File: src/rtl/axil_reg_bank_pkg.sv
// Shared types, response codes and helpers for the AXI4-Lite register bank.
package axil_reg_bank_pkg;

  localparam int ADDR_WIDTH = 32;
  localparam int DATA_WIDTH = 32;
  localparam int STRB_WIDTH = DATA_WIDTH / 8;

  localparam logic [1:0] AXI_RESP_OKAY   = 2'b00;
  localparam logic [1:0] AXI_RESP_SLVERR = 2'b10;

  typedef struct packed {
    logic [ADDR_WIDTH-1:0] addr;
    logic [2:0]            prot;
  } axi_ax_t;

  typedef struct packed {
    logic [DATA_WIDTH-1:0] data;
    logic [STRB_WIDTH-1:0] strb;
  } axi_w_t;

  typedef struct packed {
    logic [1:0] resp;
  } axi_b_t;

  typedef struct packed {
    logic [DATA_WIDTH-1:0] data;
    logic [1:0]            resp;
  } axi_r_t;

  typedef struct packed {
    axi_ax_t aw;
    logic    aw_valid;
    axi_w_t  w;
    logic    w_valid;
    logic    b_ready;
    axi_ax_t ar;
    logic    ar_valid;
    logic    r_ready;
  } axi_req_t;

  typedef struct packed {
    logic   aw_ready;
    logic   w_ready;
    axi_b_t b;
    logic   b_valid;
    logic   ar_ready;
    axi_r_t r;
    logic   r_valid;
  } axi_resp_t;

  typedef enum logic [0:0] {WR_IDLE = 1'b0, WR_RESP = 1'b1} wr_state_t;
  typedef enum logic [0:0] {RD_IDLE = 1'b0, RD_RESP = 1'b1} rd_state_t;

  // Byte-lane merge: lanes with strb set take the new byte, others keep the old one.
  function automatic logic [DATA_WIDTH-1:0] apply_strb(
    input logic [DATA_WIDTH-1:0] old_v,
    input logic [DATA_WIDTH-1:0] new_v,
    input logic [STRB_WIDTH-1:0] strb
  );
    logic [DATA_WIDTH-1:0] res;
    res = old_v;
    for (int b = 0; b < STRB_WIDTH; b++) begin
      if (strb[b]) res[8*b +: 8] = new_v[8*b +: 8];
    end
    return res;
  endfunction

endpackage

File: src/rtl/axil_reg_bank_if.sv
// AXI4-Lite request/response bundle between an upstream master and the register bank.
// Handshake rule on every channel: a transfer happens on the posedge where valid and
// ready are both high; once valid is raised, the payload stays stable until that edge.
interface axil_reg_bank_if;
  import axil_reg_bank_pkg::*;

  axi_req_t  req;
  axi_resp_t resp;

  modport master (output req, input resp);
  modport slave  (input req, output resp);
endinterface

File: src/rtl/axil_reg_bank.sv
// AXI4-Lite slave register bank: NUM_REGS control words with byte strobes,
// per-register write pulses and SLVERR on out-of-range accesses.
module axil_reg_bank
  import axil_reg_bank_pkg::*;
#(
  parameter int                    NUM_REGS  = 8,
  parameter logic [ADDR_WIDTH-1:0] BASE_ADDR = '0,
  parameter logic [DATA_WIDTH-1:0] RESET_VAL = '0
) (
  input  logic                                clk_i,
  input  logic                                rst_i,
  axil_reg_bank_if.slave                      axi,
  output logic [NUM_REGS-1:0][DATA_WIDTH-1:0] reg_o,
  output logic [NUM_REGS-1:0]                 wr_pulse_o,
  output wr_state_t                           wr_state_o,
  output rd_state_t                           rd_state_o
);

  localparam int IDX_W = (NUM_REGS > 1) ? $clog2(NUM_REGS) : 1;
  localparam logic [ADDR_WIDTH:0] END_ADDR =
    {1'b0, BASE_ADDR} + (ADDR_WIDTH+1)'(4 * NUM_REGS);

  // One extra address bit so a bank at the top of the map cannot wrap.
  function automatic logic addr_hit(input logic [ADDR_WIDTH-1:0] a);
    return (a >= BASE_ADDR) && ({1'b0, a} < END_ADDR);
  endfunction

  function automatic logic [IDX_W-1:0] addr_idx(input logic [ADDR_WIDTH-1:0] a);
    logic [ADDR_WIDTH-1:0] off;
    off = a - BASE_ADDR;
    return IDX_W'(off >> 2);
  endfunction

  wr_state_t                           wr_state;
  rd_state_t                           rd_state;
  logic                                aw_held, w_held;
  logic [ADDR_WIDTH-1:0]               aw_addr_q;
  logic [DATA_WIDTH-1:0]               w_data_q;
  logic [STRB_WIDTH-1:0]               w_strb_q;
  logic                                b_valid_q;
  logic [1:0]                          b_resp_q;
  logic                                r_valid_q;
  logic [DATA_WIDTH-1:0]               r_data_q;
  logic [1:0]                          r_resp_q;
  logic [NUM_REGS-1:0][DATA_WIDTH-1:0] reg_q;
  logic [NUM_REGS-1:0]                 pulse_q;

  logic                  aw_ready, w_ready, ar_ready;
  logic                  aw_hs, w_hs, ar_hs, commit;
  logic [ADDR_WIDTH-1:0] wr_addr;
  logic [DATA_WIDTH-1:0] wr_data;
  logic [STRB_WIDTH-1:0] wr_strb;
  logic                  wr_hit, rd_hit;
  logic [IDX_W-1:0]      wr_idx, rd_idx;
  axi_resp_t             resp_d;
  logic                  unused_prot;

  assign aw_ready = (wr_state == WR_IDLE) && !aw_held;
  assign w_ready  = (wr_state == WR_IDLE) && !w_held;
  assign ar_ready = (rd_state == RD_IDLE);

  assign aw_hs = axi.req.aw_valid && aw_ready;
  assign w_hs  = axi.req.w_valid  && w_ready;
  assign ar_hs = axi.req.ar_valid && ar_ready;

  // A held beat wins over the live bus, so AW and W may arrive in either order.
  assign wr_addr = aw_held ? aw_addr_q : axi.req.aw.addr;
  assign wr_data = w_held  ? w_data_q  : axi.req.w.data;
  assign wr_strb = w_held  ? w_strb_q  : axi.req.w.strb;
  assign commit  = (wr_state == WR_IDLE) && (aw_held || aw_hs) && (w_held || w_hs);

  assign wr_hit = addr_hit(wr_addr);
  assign wr_idx = addr_idx(wr_addr);
  assign rd_hit = addr_hit(axi.req.ar.addr);
  assign rd_idx = addr_idx(axi.req.ar.addr);

  assign unused_prot = ^{axi.req.aw.prot, axi.req.ar.prot};

  // Write FSM: latch AW/W independently, commit once both are present, then hold B.
  always_ff @(posedge clk_i) begin
    if (rst_i) begin
      wr_state  <= WR_IDLE;
      aw_held   <= 1'b0;
      w_held    <= 1'b0;
      aw_addr_q <= '0;
      w_data_q  <= '0;
      w_strb_q  <= '0;
      b_valid_q <= 1'b0;
      b_resp_q  <= AXI_RESP_OKAY;
    end else begin
      case (wr_state)
        WR_IDLE: begin
          if (aw_hs) begin
            aw_held   <= 1'b1;
            aw_addr_q <= axi.req.aw.addr;
          end
          if (w_hs) begin
            w_held   <= 1'b1;
            w_data_q <= axi.req.w.data;
            w_strb_q <= axi.req.w.strb;
          end
          if (commit) begin
            wr_state  <= WR_RESP;
            b_valid_q <= 1'b1;
            b_resp_q  <= wr_hit ? AXI_RESP_OKAY : AXI_RESP_SLVERR;
          end
        end
        WR_RESP: begin
          if (axi.req.b_ready) begin
            wr_state  <= WR_IDLE;
            b_valid_q <= 1'b0;
            aw_held   <= 1'b0;
            w_held    <= 1'b0;
          end
        end
        default: wr_state <= WR_IDLE;
      endcase
    end
  end

  // Register array and write pulses update on the commit edge together.
  always_ff @(posedge clk_i) begin
    if (rst_i) begin
      reg_q   <= {NUM_REGS{RESET_VAL}};
      pulse_q <= '0;
    end else begin
      pulse_q <= '0;
      if (commit && wr_hit) begin
        for (int i = 0; i < NUM_REGS; i++) begin
          if (wr_idx == IDX_W'(i)) begin
            reg_q[i]   <= apply_strb(reg_q[i], wr_data, wr_strb);
            pulse_q[i] <= 1'b1;
          end
        end
      end
    end
  end

  // Read FSM: capture the pre-edge register value on AR, hold R until accepted.
  always_ff @(posedge clk_i) begin
    if (rst_i) begin
      rd_state  <= RD_IDLE;
      r_valid_q <= 1'b0;
      r_data_q  <= '0;
      r_resp_q  <= AXI_RESP_OKAY;
    end else begin
      case (rd_state)
        RD_IDLE: begin
          if (ar_hs) begin
            rd_state  <= RD_RESP;
            r_valid_q <= 1'b1;
            r_data_q  <= rd_hit ? reg_q[rd_idx] : '0;
            r_resp_q  <= rd_hit ? AXI_RESP_OKAY : AXI_RESP_SLVERR;
          end
        end
        RD_RESP: begin
          if (axi.req.r_ready) begin
            rd_state  <= RD_IDLE;
            r_valid_q <= 1'b0;
          end
        end
        default: rd_state <= RD_IDLE;
      endcase
    end
  end

  // Pack the response bundle from the state above.
  always_comb begin
    resp_d          = '0;
    resp_d.aw_ready = aw_ready;
    resp_d.w_ready  = w_ready;
    resp_d.b.resp   = b_resp_q;
    resp_d.b_valid  = b_valid_q;
    resp_d.ar_ready = ar_ready;
    resp_d.r.data   = r_data_q;
    resp_d.r.resp   = r_resp_q;
    resp_d.r_valid  = r_valid_q;
  end

  assign axi.resp   = resp_d;
  assign reg_o      = reg_q;
  assign wr_pulse_o = pulse_q;
  assign wr_state_o = wr_state;
  assign rd_state_o = rd_state;

endmodule

File: src/flat_wrapper.sv
// flat-port wrapper written by rule: the top's interface ports become plain ports
module axil_reg_bank_flat import axil_reg_bank_pkg::*;
#(
  parameter int                    NUM_REGS  = 8,
  parameter logic [ADDR_WIDTH-1:0] BASE_ADDR = '0,
  parameter logic [DATA_WIDTH-1:0] RESET_VAL = '0
)
  (clk_i, rst_i, reg_o, wr_pulse_o, wr_state_o, rd_state_o, axi_req, axi_resp);
  axil_reg_bank_if axi_i ();
  input  logic clk_i;
  input  logic rst_i;
  output logic [NUM_REGS-1:0][DATA_WIDTH-1:0] reg_o;
  output logic [NUM_REGS-1:0] wr_pulse_o;
  output wr_state_t wr_state_o;
  output rd_state_t rd_state_o;
  input wire logic [$bits(axi_i.req)-1:0] axi_req;
  output wire logic [$bits(axi_i.resp)-1:0] axi_resp;
  assign axi_i.req = axi_req;
  assign axi_resp = axi_i.resp;
  axil_reg_bank #(.NUM_REGS(NUM_REGS), .BASE_ADDR(BASE_ADDR), .RESET_VAL(RESET_VAL)) u_core (.clk_i(clk_i), .rst_i(rst_i), .axi(axi_i), .reg_o(reg_o), .wr_pulse_o(wr_pulse_o), .wr_state_o(wr_state_o), .rd_state_o(rd_state_o));
endmodule
File: config.mk
export PLATFORM = sky130hd
export DESIGN_NAME = axil_reg_bank_flat
export DESIGN_NICKNAME = d
export VERILOG_FILES = /design/src/rtl/axil_reg_bank_pkg.sv /design/src/rtl/axil_reg_bank_if.sv /design/src/rtl/axil_reg_bank.sv /design/src/flat_wrapper.sv
export SDC_FILE = /design/constraint.sdc
export NUM_CORES = 1
export LEC_CHECK = 0
export CORE_MARGIN = 5
export CORE_UTILIZATION = 30
export CTS_CLUSTER_DIAMETER = 100
export DETAILED_ROUTE_END_ITERATION = 12
export GPL_TIMING_DRIVEN = 1
export PLACE_DENSITY = 0.54
export SYNTH_ARGS = -nofsm -noshare
export SYNTH_HDL_FRONTEND = slang
export SYNTH_SLANG_ARGS = --single-unit
File: constraint.sdc
create_clock -name clk_i -period 3.8 [get_ports clk_i]
set_clock_uncertainty 0.2 [all_clocks]
set_input_delay 0.38 -clock clk_i [delete_from_list [all_inputs] [get_ports clk_i]]
set_output_delay 0.38 -clock clk_i [all_outputs]
set_load 0.1 [all_outputs]
# After elaboration in Yosys (flattened, before gate mapping)
# Cells that the tools add are included.
# word_totals
register_bits	374
inputBits	113
out_inout_bits	307
word_cells	154
# classes
n_lt_le_gt_ge	5
n_eq_ne	13
mux	32
bitwise_logic	3
reduce_logical	56
# ops
op	n
$mux 32	4
$bmux 32 s3	1
$reduce_and 3->1	32
$ge 32x1->1 const B	2
$lt 32x6->1 const B	2
$mux 1	18
$reduce_and 2->1	8
$eq 3x3->1 const B	4
$pmux 1 s2	6
$logic_and 1x1->1	10
$eq 3x2->1 const B	2
$ne 2x1->1 const B	3
$ne 2x2->1 const B	3
$lt 3x4->1 const B	1
$mux 2	2
$mux 4	1
$eq 3x1->1 const B	1
$logic_not 3->1	1
$not 1->1	3
$logic_not 1->1	2
$logic_or 1x1->1	2
$reduce_or 2->1	1

# Longest topological paths before layout
# Gate-level depths: netlist (run 1).
# depth
word_depth	9
depth_mapped	8
depth_no_buf	5

# Worst setup path after synthesis (run 1)
# Ideal clock, no wire load.
# synth_path
path_kind	register -> register
startpoint	register u_core.rd_state (netlist: u_core.rd_state_o)
endpoint	register u_core.r_data_q[22]
setup_ps	128
arrival_ps	2016
required_time_ps	3472
slack_ps	1457
stages_incl_launch_ff	8
path_buffers	2
synth_period_minus_slack_ps	2343
cell_sequence	dfxtp_1 inv_2 nand2_1 or4_1 clkbuf_1 clkbuf_1 a2bb2oi_1 nor2_1
# synth_between
elab_chain_len	3
# synth_lines
element	line	source
from (decl)	axil_reg_bank.sv:35	rd_state_t rd_state;
from (signal assigned)	axil_reg_bank.sv:142	rd_state <= RD_IDLE;
from (signal assigned)	axil_reg_bank.sv:150	rd_state <= RD_RESP;
from (signal assigned)	axil_reg_bank.sv:158	rd_state <= RD_IDLE;
$not 1->1 (no line) (*)	-	
named net u_core.ar_ready	axil_reg_bank.sv:48	logic aw_ready, w_ready, ar_ready;
$logic_and 1x1->1	axil_reg_bank.sv:64	assign ar_hs = axi.req.ar_valid && ar_ready;
$reduce_and 2->1 (no line) (*)	-	
to (signal assigned)	axil_reg_bank.sv:152	r_data_q <= rd_hit ? reg_q[rd_idx] : '0;
to (decl)	axil_reg_bank.sv:43	logic [DATA_WIDTH-1:0] r_data_q;
# Mark *: on every way through the listed nets, which the timed path passes. The rest lies on a longest branch.
# A chain may end at the register's enable or synchronous reset.

# Worst setup path in the final report (run 1)
# layout_path
startpoint	register u_core.aw_held
endpoint	output axi_resp[40]
# layout_between
elab_chain_len	2
# layout_lines
element	line	source
from (decl)	axil_reg_bank.sv:36	logic aw_held, w_held;
from (signal assigned)	axil_reg_bank.sv:83	aw_held <= 1'b0;
from (signal assigned)	axil_reg_bank.sv:94	aw_held <= 1'b1;
from (signal assigned)	axil_reg_bank.sv:112	aw_held <= 1'b0;
$logic_not 1->1	axil_reg_bank.sv:58	assign aw_ready = (wr_state == WR_IDLE) && !aw_held;
$logic_and 1x1->1	axil_reg_bank.sv:58	
to (decl)	flat_wrapper.sv:17	output wire logic [$bits(axi_i.resp)-1:0] axi_resp;
# Every way passes these cells.

==> reports/results.tsv, run 1 <==
stage	metric	value	unit
status	status	completed	
detailed_routing	drt_pre_antenna_iters	7	
floorplan	ios	420	
clock_tree	cts_sinks	370	
sta	tns	0	ps
worst_setup_path	crit_chain	nor2_1 -> clkdlybuf4s50_1	
worst_setup_path	rrSetupSlack	770	ps
clock_tree	cts_root_buf	clkbuf_16	
worst_setup_path	cpLargestDelayFamily	buffers and inverters	
detailed_routing	viasPerCell	4.79	
final_layout	area.growth.synth_to_final	35.7	%
clock_tree	clkSlewWorstSetupHoldPaths	60	ps
detailed_routing	drt_iter0_drc	691	
worst_setup_path	critical_path.max_stage_delay	1000	ps
floorplan	core_area	0.0564	mm2
floorplan	dieArea	0.0617	mm2
worst_setup_path	cp-start-kind	flip-flop	
placement	place.gp.congestion	0.815	
yosys	ys_ff_latch	370	
worst_setup_path	crit_buf_inv	1	
final_layout	fin_nets	2031	
worst_setup_path	path_class	flip-flop to output port	
sta	timing.fmax	327	MHz
floorplan	start_util	30.2	%
sta	rsz0062_at_grt	false	
grt	grt_pass1_vias	13000	
grt	grt-busiest-layer	met2	
power_and_ir_drop	worst_ir_drop_vdd	0.244	mV
yosys	synth_area_leader_cell	dfxtp_1	
yosys	yosys.cell_count.top_type	dfxtp_1	
power_and_ir_drop	power_density	387	mW/mm2
grt	met1_usage	25.6	%
yosys	postSynth.topFlopCell	dfxtp_1	
detailed_routing	wl	59.2	mm
final_layout	instances_no_fill	2708	
worst_setup_path	arrival	2480	ps
yosys	synth_cells	1579	
worst_setup_path	crit_slowest_cell	clkdlybuf4s50_1	
yosys	synth_top_area_share	43.4	%
worst_setup_path	crit_required	3220	ps
floorplan	fp.dieW	248	um
detailed_routing	drc	0	
grt	grtUsageMet3	5.50	%
detailed_routing	wl_per_cell	21.9	um
grt	grt-ovfl-total	0	
worst_setup_path	path_max_fanout	18	
placement	dpl.cell_count	2630	
sta	slew_violations	0	
yosys	synth_area_leaders	dfxtp_1 (43%), mux2i_1 (19%), nand2b_1 (9.6%)	
clock_tree	postCtsSetupRepairBufs	0	
yosys	synth-edff-count	0	
yosys	synth_common_cells	dfxtp_1 (370), mux2i_1 (324), nand2b_1 (261)	
clock_tree	clockBufferDepth	3	
floorplan	rows	87	
worst_hold_path	hold_class	primary input to flip-flop	
sta	hold_viol	0	
placement	hpwl	42.4	mm
detailed_routing	vias	13000	
grt	grtUsageMet2	28.9	%
clock_tree	htreeDepth	2	
sta	relSlewSlack	23.9	%
floorplan	die_y	248	um
grt	grt_usage	18.5	%
yosys	yosys.cell_types.count	43	
yosys	synth-async-reset-ratio	0	%
worst_setup_path	crit_path_end_kind	output port	
clock_tree	hold_buffers	0	
sta	tightest_slew	1140	ps
placement	port_buffers	407	
sta	min_period	3060	ps
final_layout	layout-drive-gt1-share	11.0	%
grt	antenna_found_initial	10	
clock_tree	cts_buffers	42	
yosys	synth_area_per_cell	10.8	um2
clock_tree	clock_latency	550	ps
yosys	ys_seq_area_share	43.4	%
run	drv_cap	0	
yosys	syn-cell-area	0.0170	mm2
sta	post-route-period-util	80.5	%
clock_tree	tritoncts	done	
clock_tree	ctsResizeCount	0	
sta	setup_viol	0	
power_and_ir_drop	p_leak	9.57	nW
detailed_routing	postRouteAntennaNets	0	
grt	grt_start_max_net_pins	128	
yosys	ys_warn_count	0	
grt	grt_pass1_wl	87.0	mm
kinds of logic (layout without fill, tap and decap cells):
family,Yosys count,after routing,synth area share (%)
multiplexers,390,390,27.6
AND/OR/NAND/NOR,557,557,20.5
buffers and inverters,148,514,4.10
other,1,8,0.0220
flip-flops,370,370,43.4
AO/OA/AOI/OAI,113,113,4.31
area by class of cell:
cell class,instances,area (um2)
timing repair buffer,436,4370
multi-input combinational,1062,8970
inverter,6,22.5
sequential,370,7410
antenna,6,15.0
fill,5444,33300
clock inverter,11,136
clock buffer,61,1250
tap,756,946
final timing paths:
kind / startpoint / end / cells past startpoint
worst min-delay path: rst_i / u_core.w_data_q[19] / 2
worst min register to register: u_core.aw_addr_q[29] / u_core.aw_addr_q[29] / 2
worst max-delay path: u_core.aw_held / axi_resp[40] / 2
worst max register to register: u_core.aw_held / u_core.reg_o[206] / 5
state kept, by name, indices dropped and copies added (netlist names):
name,count
u_core.aw_addr_q,30
u_core.aw_held,1
u_core.b_resp_q,1
u_core.b_valid_q,1
u_core.r_data_q,32
u_core.r_resp_q,1
u_core.r_valid_q,1
u_core.rd_state_o,1
u_core.reg_o,256
u_core.w_data_q,32
u_core.w_held,1
u_core.w_strb_q,4
u_core.wr_pulse_o,8
u_core.wr_state_o,1
per-layer routing:
layer | up-vias | part of all wire, % | wire length (um)
met4 | 12 | 1.8 | 1090
met1 | 6380 | 46 | 27000
met5 | - | 0.12 | 69
met2 | 331 | 45 | 26800
li1 | 6177 | - | -
met3 | 77 | 7.1 | 4190
stage by stage:
stage | power, W | setup slack, ps | hold slack [ps] | util, % | cell area [um2]
3_3_place_gp | 0.00491 | 575 | 241 | 38.5 | 21700
3_5_place_dp | 0.00492 | 611 | 246 | 38.5 | 21700
5_1_grt | 0.00932 | 534 | 114 | 41.0 | 23100
4_1_cts | 0.00908 | 696 | 94.3 | 41.0 | 23100
6_report | 0.00894 | 742 | 127 | 41.0 | 23100
2_1_floorplan | 0.00462 | 1460 | 236 | - | 17100
power by group:
part | switching (W) | internal, W | leakage, nW
Clock | 0.00163 | 0.00248 | 0.688
Sequential | 0.0000443 | 0.00393 | 2.99
Combinational | 0.000531 | 0.000318 | 5.89
layout by cell type, fill, tap and decap left out, drive strengths merged, types with 15 or more instances in the layout:
cell	n
or2	32
a21oi	72
nand4	31
nor2	48
mux4	64
nor4	15
clkdlybuf4s50	403
dfxtp	370
buf	33
a2bb2oi	32
clkbuf	61
nand2b	261
nand2	142
mux2i	325
Note: power is estimated with default switching activity, not from simulation.
==> run 2: changes to the inputs <==
PLACE_DENSITY = 0.56   (was 0.54)
clock period = 2.45 ns   (was 3.8 ns; I/O delays follow)
==> run 2 against run 1 <==
  * Wire length decreased by 0.57%
  * Critical endpoint is now u_core.reg_o[141]
  * Global-route usage decreased by 0.22 points
  * Sequential share of layout area decreased by 0.31 points
==> reports/results.tsv, run 2 (synthesis gave the netlist of run 1 again) <==
stage	metric	value	unit
floorplan	ios	420	
sta	min_period	2290	ps
grt	grt_usage	18.3	%
worst_setup_path	arrival	2520	ps
floorplan	dieArea	0.0617	mm2
sta	setup_viol	0	
detailed_routing	drt_pre_antenna_iters	5	
worst_hold_path	hold_class	primary input to flip-flop	
worst_setup_path	cp-start-kind	flip-flop	
clock_tree	clockBufferDepth	3	
worst_setup_path	crit_buf_inv	3	
worst_setup_path	crit_required	2680	ps
floorplan	start_util	30.2	%
sta	timing.fmax	438	MHz
power_and_ir_drop	power_density	605	mW/mm2
detailed_routing	wl	58.8	mm
sta	relSlewSlack	64.0	%
floorplan	core_area	0.0564	mm2
clock_tree	postCtsSetupRepairBufs	0	
final_layout	multi_input_area	0.00898	mm2
sta	hold_ws	62.3	ps
power_and_ir_drop	worst_ir_drop_vdd	0.451	mV
sta	hold_viol	0	
sta	slew_violations	0	
grt	antenna_found_initial	10	
status	status	completed	
sta	tightest_slew	540	ps
sta	rsz0062_at_grt	false	
worst_setup_path	crit_slowest_cell	dfxtp_2	
placement	place.gp.congestion	0.834	
detailed_routing	postRouteAntennaNets	0	
final_layout	final_common_cell	dfxtp_1	
detailed_routing	drt_iter0_drc	596	
clock_tree	cts_buffers	44	
grt	grt_pass1_vias	13100	
floorplan	fp.dieW	248	um
sta	post-route-period-util	93.3	%
floorplan	die_y	248	um
placement	hpwl	43.1	mm
final_layout	area.growth.synth_to_final	37.0	%
floorplan	rows	87	
worst_setup_path	cpLargestDelayFamily	buffers and inverters	
sta	tns	0	ps
clock_tree	cts_root_buf	clkbuf_16	
final_layout	ff_latch_area	0.00741	mm2
power_and_ir_drop	p_leak	10.7	nW
final_layout	fill_cells	5505	
final_layout	layout-drive-gt1-share	29.1	%
grt	grt_pass1_wl	85.8	mm
clock_tree	clock_latency	560	ps
detailed_routing	vias	13100	
grt	grt_start_max_net_pins	60	
final_layout	layout_common_cells	dfxtp_1 (368), buf_4 (348), mux2i_1 (324), nand2b_1 (260), nand2_1 (138)	
clock_tree	tritoncts	done	
worst_setup_path	path_class	flip-flop to flip-flop	
worst_setup_path	crit_path_end_kind	flip-flop	
placement	port_buffers	407	
clock_tree	clkSlewWorstSetupHoldPaths	60	ps
worst_setup_path	crit_chain	buf_4 -> nand3b_1 -> a221oi_4 -> buf_12 -> buf_4 -> nand4_4 -> mux2i_1	
detailed_routing	drc	0	
grt	grt-ovfl-total	0	
final_layout	fin_nets	2092	
detailed_routing	viasPerCell	4.73	
clock_tree	cts_sinks	370	
detailed_routing	wl_per_cell	21.2	um
worst_setup_path	crit_path_frequent_cell	buf_4	
worst_setup_path	critical_path.max_stage_delay	380	ps
final_layout	largest_reg_flops	256	
worst_setup_path	path_max_fanout	16	
run	drv_cap	0	
clock_tree	htreeDepth	2	
-- run 2: where the power goes --
group / internal, W / switching [W] / leakage (nW)
registers: 0.00610 / 0.0000552 / 2.99
logic: 0.000580 / 0.000858 / 6.99
clock network: 0.00390 / 0.00264 / 0.719
total: 0.0106 / 0.00356 / 10.7
-- run 2: path summary, 6_finish.rpt --
kind / slack (ps) / to / from / depth (start not counted)
min reg2reg: 250 / u_core.w_data_q[21] / u_core.w_data_q[21] / 2
min: 60 / u_core.w_data_q[12] / axi_req[55] / 3
max reg2reg: 160 / u_core.reg_o[141] / u_core.aw_held / 7
max: 160 / u_core.reg_o[141] / u_core.aw_held / 7
-- run 2: layout make-up --
class / instances / area share, %
multi-input combinational: 1062 / 38.4
sequential: 370 / 31.7
timing repair buffer: 495 / 19.5
clock buffer: 64 / 5.55
tap: 756 / 4.05
clock inverter: 16 / 0.648
inverter: 6 / 0.0964
antenna: 4 / 0.0428
-- run 2: routing by layer --
| layer | wire length, um | vias up | GRT usage, % |
|---|---|---|---|
| li1 | - | 6307 | - |
| met1 | 26100 | 6378 | 24.5 |
| met2 | 27500 | 349 | 29.7 |
| met3 | 3910 | 75 | 4.58 |
| met4 | 1170 | 10 | 4.63 |
| met5 | 59 | - | 0 |
-- run 2: through the flow --
stage / power (W) / instances / instance area [um2] / setup WS, ps / util, %
floorplan: 0.00717 / 1580 / 17100 / 107 / -
global placement: 0.00772 / 2688 / 21900 / -297 / 38.8
detailed placement: 0.00775 / 2688 / 21900 / -256 / 38.8
CTS: 0.0144 / 2769 / 23300 / 90.8 / 41.4
global route: 0.0147 / 2771 / 23400 / 46.5 / 41.4
finish: 0.0141 / 2773 / 23400 / 165 / 41.4
-- run 2: worst register-to-register path: cells and delay by family (launching register included) --
kind                   cells  cell delay, ps
flip-flops                 1             380
multiplexers               1             190
AND/OR/NAND/NOR            2             420
AO/OA/AOI/OAI              1             350
buffers and inverters      3             620
-- run 2: repair_timing --
action / 4_1_cts / 5_1_grt
resized for setup: 1 / 1
hold buffers: 1 / 0
endpoints found under the setup margin: 30 / 20
pin swaps: 0 / 0
hold endpoints to repair: 45 / 0
==> run 3: changes to the inputs <==
GPL_TIMING_DRIVEN = 0   (was 1)
==> run 3 against run 2 <==
  * The flow now finishes with violations (setup timing)
  * Utilization increased by 0.50 points
  * Clock-buffer cell count rose by 8
  * Global-route usage increased by 3.2 points
  * Clock power is 1% higher
  * Combinational power increased by 5%
  * Die area stayed put
  * Wire length up 17%
  * Sequential power is essentially flat
  * Critical path depth unchanged
  * Highest routed layer unchanged
==> reports/results.tsv, run 3 (synthesis gave the netlist of run 1 again) <==
stage	metric	value	unit
floorplan	core_area	0.0564	mm2
status	violations	setup timing	
sta	hold_ws	61.1	ps
sta	min_period	2490	ps
grt	grt_pass1_wl	97.6	mm
worst_setup_path	crit_path_start	u_core.aw_held	
power_and_ir_drop	worst_ir_drop_vdd	0.435	mV
grt	grt_usage	21.5	%
placement	hpwl	52.0	mm
power_and_ir_drop	p_leak	11.5	nW
clock_tree	tritoncts	done	
grt	grt_pass1_vias	13900	
clock_tree	clockBufferDepth	3	
worst_setup_path	arrival	2710	ps
sta	tns	-250	ps
clock_tree	hold_buffers	0	
floorplan	die_y	248	um
worst_setup_path	cp-start-kind	flip-flop	
clock_tree	cts_buffers	44	
final_layout	layout-drive-gt1-share	12.4	%
detailed_routing	drt_pre_antenna_iters	5	
placement	place.gp.congestion	0.845	
detailed_routing	drt_iter0_drc	692	
final_layout	largest_reg_flops	256	
sta	setup_viol	12	
floorplan	rows	87	
floorplan	dieArea	0.0617	mm2
grt	grt-ovfl-total	0	
final_layout	final_common_cell	dfxtp_1	
run	drv_cap	0	
detailed_routing	postRouteAntennaNets	0	
clock_tree	clock_latency	560	ps
detailed_routing	viasPerCell	4.84	
sta	timing.fmax	402	MHz
worst_setup_path	r2r-start	u_core.aw_held	
clock_tree	clkSlewWorstSetupHoldPaths	60	ps
placement	port_buffers	404	
floorplan	start_util	30.2	%
final_layout	fin_nets	2164	
floorplan	ios	420	
power_and_ir_drop	power	0.0143	W
sta	fin_ws	-40.2	ps
detailed_routing	drc	0	
detailed_routing	wl_per_cell	24.2	um
sta	slew_violations	0	
worst_setup_path	path_class	flip-flop to flip-flop	
grt	antenna_found_initial	17	
final_layout	layout_common_cells	dfxtp_1 (370), mux2i_1 (324), dlygate4sd2_1 (302), nand2b_1 (261), nand2_1 (138)	
power_and_ir_drop	power_density	604	mW/mm2
final_layout	area.growth.synth_to_final	38.7	%
clock_tree	cts_root_buf	clkbuf_16	
sta	relSlewSlack	17.6	%
clock_tree	htreeDepth	2	
worst_setup_path	crit_required	2670	ps
final_layout	fill_cells	5599	
worst_hold_path	hold_class	primary input to flip-flop	
detailed_routing	vias	13800	
floorplan	fp.dieW	248	um
final_layout	stdcell_area	0.0236	mm2
worst_setup_path	crit_path_end_kind	flip-flop	
worst_hold_path	min_from	axi_req[39]	
grt	grt_start_max_net_pins	12	
sta	rsz0062_at_grt	true	
worst_setup_path	path_max_fanout	10	
clock_tree	cts_sinks	370	
detailed_routing	wl	68.8	mm
placement	placed_area	0.0220	mm2
sta	post-route-period-util	102	%
sta	hold_viol	0	
sta	tightest_slew	1240	ps
status	status	complete, but fails checks	
run 3: path summary, 6_finish.rpt:
| kind | end | slack, ps | cells past startpoint |
|---|---|---|---|
| setup / recovery | u_core.reg_o[202] | -40 | 7 |
| hold / removal | u_core.w_strb_q[0] | 60 | 3 |
| setup reg to reg | u_core.reg_o[202] | -40 | 7 |
| hold reg to reg | u_core.w_data_q[21] | 250 | 2 |
run 3: timing repair:
| item | 4_1_cts | 5_1_grt |
|---|---|---|
| hold endpoints to repair | 0 | 0 |
| resized for setup | 332 | 35 |
| pin swaps | 19 | 13 |
| cloned | 0 | 3 |
| setup buffers | 15 | 5 |
| setup endpoints to repair | 675 | 313 |
run 3: metal layers:
metal | GRT usage (%) | share of wire [%] | vias up
li1 | - | - | 6445
met1 | 28.2 | 43 | 6777
met2 | 35.1 | 47 | 415
met3 | 5.67 | 7.1 | 107
met4 | 6.00 | 2.7 | 20
met5 | 0 | 0.25 | -
run 3: final cells by class:
class / instances / area (um2) / share of cell area, %
Antenna cell: 7 / 17.5 / 0.0741
Buffer: 140 / 742 / 3.14
Clock buffer: 72 / 1380 / 5.83
Clock inverter: 5 / 75.1 / 0.318
Inverter: 6 / 22.5 / 0.0953
Multi-Input combinational cell: 1063 / 9000 / 38.1
Sequential cell: 370 / 7410 / 31.3
Tap cell: 756 / 946 / 4.00
Timing Repair Buffer: 426 / 4050 / 17.1
run 3: critical path, stage by stage, from the launching register on:
cell and delay, ps:
dfxtp_1 320, buf_6 140, buf_4 200, mux2i_2 630, nor2_2 220, and4_1 270, buf_4 200, mux2i_1 140
run 3: report_power, final:
group	total [W]	switching [W]	internal [W]	leakage, nW
combinational	0.00151	0.000965	0.000548	7.75
sequential	0.00616	0.0000518	0.00610	2.99
clock	0.00661	0.00259	0.00402	0.717
total	0.0143	0.00361	0.0107	11.5
run 3: stage by stage:
step,cells,util [%],setup WS (ps)
after detailed placement,2740,39.1,-1540
after global routing,2841,41.9,-89.9
after floorplan,1580,-,107
after CTS,2831,41.5,1.72
final,2845,41.9,-40.2
after global placement,2740,39.1,-1500
